## config.mk

```make
export PLATFORM = sky130hd
export DESIGN_NAME = rr_priority_arbiter
export DESIGN_NICKNAME = d
export VERILOG_FILES = /design/src/rtl/rr_priority_arbiter.sv
export SDC_FILE = /design/constraint.sdc
export NUM_CORES = 1
export LEC_CHECK = 0
export ABC_AREA = 1
export CORE_MARGIN = 2
export CORE_UTILIZATION = 50
export CTS_CLUSTER_DIAMETER = 60
export CTS_CLUSTER_SIZE = 24
export DETAILED_ROUTE_END_ITERATION = 8
export PLACE_DENSITY = 0.79
export SYNTH_ARGS = -nofsm -noshare
export SYNTH_HDL_FRONTEND = slang
export SYNTH_SLANG_ARGS = --single-unit
export TNS_END_PERCENT = 5
```

## constraint.sdc

```tcl
create_clock -name clk -period 3 [get_ports clk]
set_clock_uncertainty 0.2 [all_clocks]
set_input_delay 0.9 -clock clk [delete_from_list [all_inputs] [get_ports clk]]
set_output_delay 0.9 -clock clk [all_outputs]
set_load 0.01 [all_outputs]
```

## src/rtl/rr_priority_arbiter.sv

```systemverilog
// Rotating-priority arbiter: one registered one-hot grant among N requesters,
// held while requested, with an optional hold limit under contention.
module rr_priority_arbiter #(
    parameter int N        = 8,
    parameter int IDW      = $clog2(N),
    parameter int MAX_HOLD = 16
) (
    input  logic           clk,
    input  logic           rst_n,
    input  logic [N-1:0]   req,
    output logic [N-1:0]   grant,
    output logic [IDW-1:0] grant_id,
    output logic           grant_valid,
    output logic           preempt
);

    localparam int HCW = $clog2(MAX_HOLD) + 1;
    localparam logic [HCW-1:0] HOLD_LAST =
        (MAX_HOLD == 0) ? '0 : HCW'(MAX_HOLD - 1);
    localparam logic [N-1:0] ONE = 1;

    typedef enum logic {IDLE, GRANT} state_t;

    state_t         state;
    logic [IDW-1:0] ptr;
    logic [HCW-1:0] hold_cnt;

    // Returns {found, index} of the first set bit scanning upward from start.
    function automatic logic [IDW:0] pick(
        input logic [N-1:0]   cand,
        input logic [IDW-1:0] start
    );
        logic           found;
        logic [IDW-1:0] idx;
        logic [IDW-1:0] k_idx;
        found = 1'b0;
        idx   = '0;
        for (int k = 0; k < N; k++) begin
            k_idx = start + IDW'(k);
            if (!found && cand[k_idx]) begin
                found = 1'b1;
                idx   = k_idx;
            end
        end
        return {found, idx};
    endfunction

    logic [N-1:0]   others;
    logic [IDW-1:0] next_ptr;
    logic [IDW:0]   fresh;
    logic [IDW:0]   handoff;
    logic           held;
    logic           timeout;

    assign others   = req & ~grant;
    assign next_ptr = grant_id + IDW'(1);
    assign fresh    = pick(req, ptr);
    assign handoff  = pick(others, next_ptr);
    assign held     = |(req & grant);
    assign timeout  = (MAX_HOLD != 0) && (hold_cnt == HOLD_LAST) && (|others);

    always_ff @(posedge clk) begin
        if (!rst_n) begin
            state       <= IDLE;
            grant       <= '0;
            grant_id    <= '0;
            grant_valid <= 1'b0;
            preempt     <= 1'b0;
            ptr         <= '0;
            hold_cnt    <= '0;
        end else begin
            preempt <= 1'b0;
            unique case (state)
                IDLE: begin
                    if (fresh[IDW]) begin
                        grant       <= ONE << fresh[IDW-1:0];
                        grant_id    <= fresh[IDW-1:0];
                        grant_valid <= 1'b1;
                        hold_cnt    <= '0;
                        state       <= GRANT;
                    end
                end
                GRANT: begin
                    if (!held || timeout) begin
                        // Release wins over timeout, so preempt only when still held.
                        ptr      <= next_ptr;
                        hold_cnt <= '0;
                        preempt  <= held;
                        if (handoff[IDW]) begin
                            grant       <= ONE << handoff[IDW-1:0];
                            grant_id    <= handoff[IDW-1:0];
                            grant_valid <= 1'b1;
                        end else begin
                            grant       <= '0;
                            grant_id    <= '0;
                            grant_valid <= 1'b0;
                            state       <= IDLE;
                        end
                    end else if (hold_cnt != HOLD_LAST) begin
                        hold_cnt <= hold_cnt + 1'b1;
                    end
                end
            endcase
        end
    end

endmodule
```

==> out/metrics.cfg, run 1 <==
[setup_path]
critPathKind=in2reg
crit_arrival_ns=2.86
path_cells=dlygate4sd2_1 > nand2_1 > nand3_2 > nand2_1 > nor2_1 > a31oi_1 > buf_4 > inv_2 > nor2_4 > nand3_2 > nand2_2 > nor2_1 > nor2_2 > nand3_1 > nand2_1 > nor2_1 > nor2_1
required_ns=3.00
crit_buf_inv=3
crit_fanout=5
crit_path_frequent_cell=nor2_1
cpMaxStageDelayCell=dlygate4sd2_1
critPathLaunchType=input port
crit_family=simple AND/OR/NAND/NOR gates
worst_setup_path_end_kind=flip-flop
critPathMaxStageDelay_ns=0.29

[place]
dp_hpwl_um=6640
port_buffers=22
place_inst=621
place_congestion=0.949

[finish]
antennaDiodeCount=0
syn2layout_area_growth_pct=25.6
layout_common_cells=nand2_1 (115), nand3_1 (92), nor2_1 (59)
drive_gt1_share_pct=24.4
instances_no_fill=625
final_common_cell=nand2_1
final_nets=570

[run]
maxCapViolCount=0

[yosys]
yosys_warnings=0
netlist_area_mm2=0.00280
seq_area_frac_synth_pct=15.7
synth_edf_count=0
synthDistinctLibCells=41
yosys_register_bits=22
synth_nets=505
syn-mean-instance-area_um2=5.73
ys_async_sr_fraction_pct=0
synth_top_flop_cell=dfxtp_1
synthCells=489

[routing]
wl_um=8320
dr.pass1.iters=6
avgRoutedWirePerCell_um=13.3
drt_iter0_markers=308
via_per_inst=5.56
postRouteAntennaNets=0
drc_errors=0
num_vias=3472

[timing]
setup_viol=0
maxSlewHeadroom_pct=69.4
fmax_mhz=350
finalMaxSlewViolations=0
worst_pin_slew_ns=0.458
min_period_ns=2.86
fin_crit_sh_pct=95.2
hold_viol_final=0

[die]
core.rowCount=27
core_area_mm2=0.00547
die_area_mm2=0.00621
die_x_um=78.8
num_io_pins=23
start_util_pct=51.2
die_y_um=78.8

[clocking]
cts_hold_buf=0
cts_setup_buffers=0
numCtsBuffers=3
clock_latency_ns=0.26
clock_sinks=22
cts_root_buf=clkbuf_8
clk_pin_slew_worst_paths_ns=0.08
htree_levels=1
clockBufferDepth=2
cts_tree=yes

[global_routing]
track_usage_pct=27.1
grt_overflow=0
grt_start_max_net_pins=19
grt_pass1_wl_um=13800
grt_pass1_vias=3118
antenna_found_initial=0

[worst_hold_path]
hold_class=reg2reg

[outcome]
status=finished clean

stage by stage:
step | utilization, % | hold WS [ns] | setup TNS (ns) | area, um^2 | setup slack (ns)
2_1_floorplan | - | 0.245 | 0 | 2800 | 0.238
3_3_place_gp | 61.8 | 0.252 | -5.16 | 3380 | -0.378
3_5_place_dp | 61.8 | 0.268 | -6.16 | 3380 | -0.453
4_1_cts | 62.8 | 0.278 | 0 | 3440 | 0.102
5_1_grt | 64.2 | 0.293 | -0.00229 | 3520 | -0.00229
6_report | 64.2 | 0.274 | 0 | 3520 | 0.144
area by class of cell:
cell class | instances | area (um^2)
inverter | 60 | 230
timing repair buffer | 73 | 567
multi-input combinational | 394 | 2130
clock buffer | 4 | 55.1
fill | 535 | 1960
tap | 72 | 90.1
sequential | 22 | 443
tightest hold or removal path: stages (launching register included):
cell	delay, ns
dfxtp_1	0.31
nand2_1	0.06
a21oi_1	0.06
cells in the mapped netlist, drive strengths merged (2+ instances only):
| master | instances | area share, % |
|---|---|---|
| o22ai | 4 | 0.89 |
| buf | 11 | 3.7 |
| nand3 | 110 | 22 |
| inv | 59 | 8.1 |
| o21ai | 24 | 4.6 |
| clkbuf | 2 | 0.27 |
| o211ai | 2 | 0.54 |
| a31oi | 3 | 0.67 |
| xnor2 | 2 | 0.63 |
| nand4 | 12 | 3.4 |
| a21oi | 15 | 3.1 |
| ha | 6 | 2.7 |
| xor2 | 3 | 0.94 |
| nor3 | 2 | 0.36 |
| dfxtp | 22 | 16 |
| nor2 | 67 | 11 |
| nand2 | 138 | 20 |
what timing repair did:
action,CTS,global route
endpoints found under the hold margin,0,0
gates resized for setup,10,43
setup endpoints to repair,17,12
pin swaps,0,14
routing by layer:
layer	global-route usage, %	wire [um]
met1	36.1	3690
met2	46.4	3880
met3	3.75	654
met4	6.21	104
met5	0	0
path summary, 6_finish.rpt:
| path | start | endpoint | slack [ns] | cells after the start |
|---|---|---|---|---|
| min reg2reg | hold_cnt[4] | hold_cnt[4] | 0.27 | 2 |
| max | req[4] | grant[2] | 0.14 | 17 |
| min | hold_cnt[4] | hold_cnt[4] | 0.27 | 2 |
| max reg2reg | grant_id[0] | grant[0] | 0.20 | 18 |
cells by family after synthesis:
group                    share of synthesized area, %
AO/OA/AOI/OAI                                    10.5
XOR/XNOR                                         1.56
adder cells (fa/ha/maj)                          2.68
buffers and inverters                            12.2
flip-flops                                       15.7
AND/OR/NAND/NOR                                  57.4
state kept, by name, summed over array words and instances, names as in the netlist:
register / flops
grant: 8
hold_cnt: 5
grant_id: 3
ptr: 3
grant_valid: 1
preempt: 1
state: 1
Power of run 1 is not shown: default switching activity piles up to over one toggle a cycle in this logic, so the estimate is an artifact.
==> run 2: changes to the inputs <==
Settings changed: CORE_MARGIN 2 to default, CTS_CLUSTER_DIAMETER 60 to 80, SLEW_MARGIN from default to 10.
==> out/metrics.cfg, run 2 (synthesized netlist as in run 1, its figures left out) <==
[outcome]
status=finished clean

[finish]
layout_common_cells=nand2_1 (116), nand3_1 (91), nor2_1 (55)
final_nets=569  ; -0.18%
instances_no_fill=622  ; -0.48%
nFillCells=497  ; -7.1%
final_common_cell=nand2_1
fin_area_mm2=0.00352  ; unchanged
regMostFlops=grant
multi_input_area_mm2=0.00214  ; +0.41%
largest_reg_flops=8  ; unchanged
top_regs=grant (8), hold_cnt (5)
regArea_um2=443  ; unchanged
antennaDiodeCount=0  ; unchanged
final_util_pct=67.1  ; +2.9 points
syn2layout_area_growth_pct=25.6  ; unchanged
drive_gt1_share_pct=24.8  ; +0.41 points

[global_routing]
grt_start_max_net_pins=19  ; unchanged
grt_overflow=0  ; unchanged
grt_use_met1_pct=38.5  ; +2.3 points
track_usage_pct=28.6  ; +1.5 points
antenna_found_initial=0  ; unchanged
grt_busiest_layer=met2
grt_pass1_wl_um=14000  ; +1.2%
use_met3_pct=2.74  ; -1.0 points
gr-usage-met2_pct=48.0  ; +1.6 points
grt_pass1_vias=3137  ; +0.61%

[routing]
postRouteAntennaNets=0  ; unchanged
wl_um=8580  ; +3.1%
drc_errors=0  ; unchanged
drt_iter0_markers=353  ; +15%
avgRoutedWirePerCell_um=13.8  ; +3.6%
dr.pass1.iters=6  ; unchanged
num_vias=3535  ; +1.8%
via_per_inst=5.68  ; +2.3%

[place]
place_area_mm2=0.00334  ; -1.4%
place_inst=613  ; -1.3%
port_buffers=22  ; unchanged
place_congestion=0.976  ; +2.8%
dp_hpwl_um=6580  ; -0.85%

[clocking]
clock_sinks=22  ; unchanged
clockBufferDepth=2  ; unchanged
cts_tree=yes
cts_root_buf=clkbuf_8
clock_latency_ns=0.27  ; about the same
numCtsBuffers=3  ; unchanged
htree_levels=1  ; unchanged
cts_hold_buf=0  ; unchanged
clk_pin_slew_worst_paths_ns=0.07  ; about the same

[die]
start_util_pct=53.5  ; +2.3 points
die_x_um=76.8  ; -2.5%
die_y_um=76.8  ; -2.5%
num_io_pins=23  ; unchanged
die_area_mm2=0.00590  ; -5.0%
core.rowCount=26  ; -3.7%
core_area_mm2=0.00524  ; -4.3%

[setup_path]
path_cells=clkdlybuf4s15_1 > nand2_1 > nand3_2 > nand3_4 > nand2_4 > nor2_8 > nand4_4 > nor2_4 > nand3_2 > nand2_2 > nor2_1 > nor2_2 > nand3_1 > nand2_1 > nor2_1 > nor2_1
crit_arrival_ns=2.87  ; about the same
reg2reg_depth=18  ; unchanged
crit_cells=16  ; -1
cpMaxStageDelayCell=clkdlybuf4s15_1
worst_setup_path_end_kind=flip-flop
critPathMaxStageDelay_ns=0.26  ; -0.03 ns
rrSetupSlack_ns=0.22  ; +0.02 ns
crit_buf_inv=1  ; -2
crit_fanout=5  ; unchanged
required_ns=3.01  ; about the same
crit_path_frequent_cell=nor2_1
critPathKind=in2reg
critPathLaunchType=input port
crit_family=simple AND/OR/NAND/NOR gates

[worst_hold_path]
hold_path_depth=2  ; unchanged
hold_class=reg2reg

[timing]
setup_viol=0  ; unchanged
rsz0062_at_grt=false
fin_crit_sh_pct=95.5  ; +0.26 points
finalSetupTns_ns=0  ; unchanged
maxSlewHeadroom_pct=70.7  ; +1.3 points
fmax_mhz=349  ; -0.27%
hold_viol_final=0  ; unchanged
finalMaxSlewViolations=0  ; unchanged
worst_pin_slew_ns=0.439  ; -0.0193 ns
min_period_ns=2.86  ; +0.00785 ns

[run]
maxCapViolCount=0  ; unchanged

[run 2: cell type report]
type,count,share of cell area [%]
Tap cell,70,2.49
Multi-Input combinational cell,394,60.9
Timing Repair Buffer,72,15.9
Inverter,60,6.55
Clock buffer,4,1.57
Sequential cell,22,12.6
[run 2: per-layer routing]
layer | up-vias | part of all wire (%)
met4 | 0 | 1.1
met1 | 1641 | 45
li1 | 1735 | -
met3 | 15 | 7.5
met5 | - | 0
met2 | 144 | 46
[run 2: final timing paths]
check	start	endpoint
setup / recovery	req[6]	grant[3]
hold / removal	hold_cnt[4]	hold_cnt[4]
setup reg to reg	ptr[0]	grant[3]
hold reg to reg	hold_cnt[4]	hold_cnt[4]
[run 2: worst min-delay path, stage by stage (launching register included)]
cell and delay (ns):
dfxtp_1 0.31, nand2_1 0.06, a21oi_1 0.05
[run 2: timing repair]
item / in CTS / in global routing
resized for setup: 11 / 46
setup buffers: 0 / 5
endpoints found under the setup margin: 16 / 11
pin swaps: 1 / 11
endpoints found under the hold margin: 0 / 0
[run 2: through the flow]
stage / hold slack [ns] / worst slack, ns
CTS: 0.271 / 0.0912
global route: 0.321 / 0.00736
global placement: 0.254 / -0.371
floorplan: 0.245 / 0.238
detailed placement: 0.259 / -0.406
finish: 0.266 / 0.136
Power of run 2 is left out for the same reason.
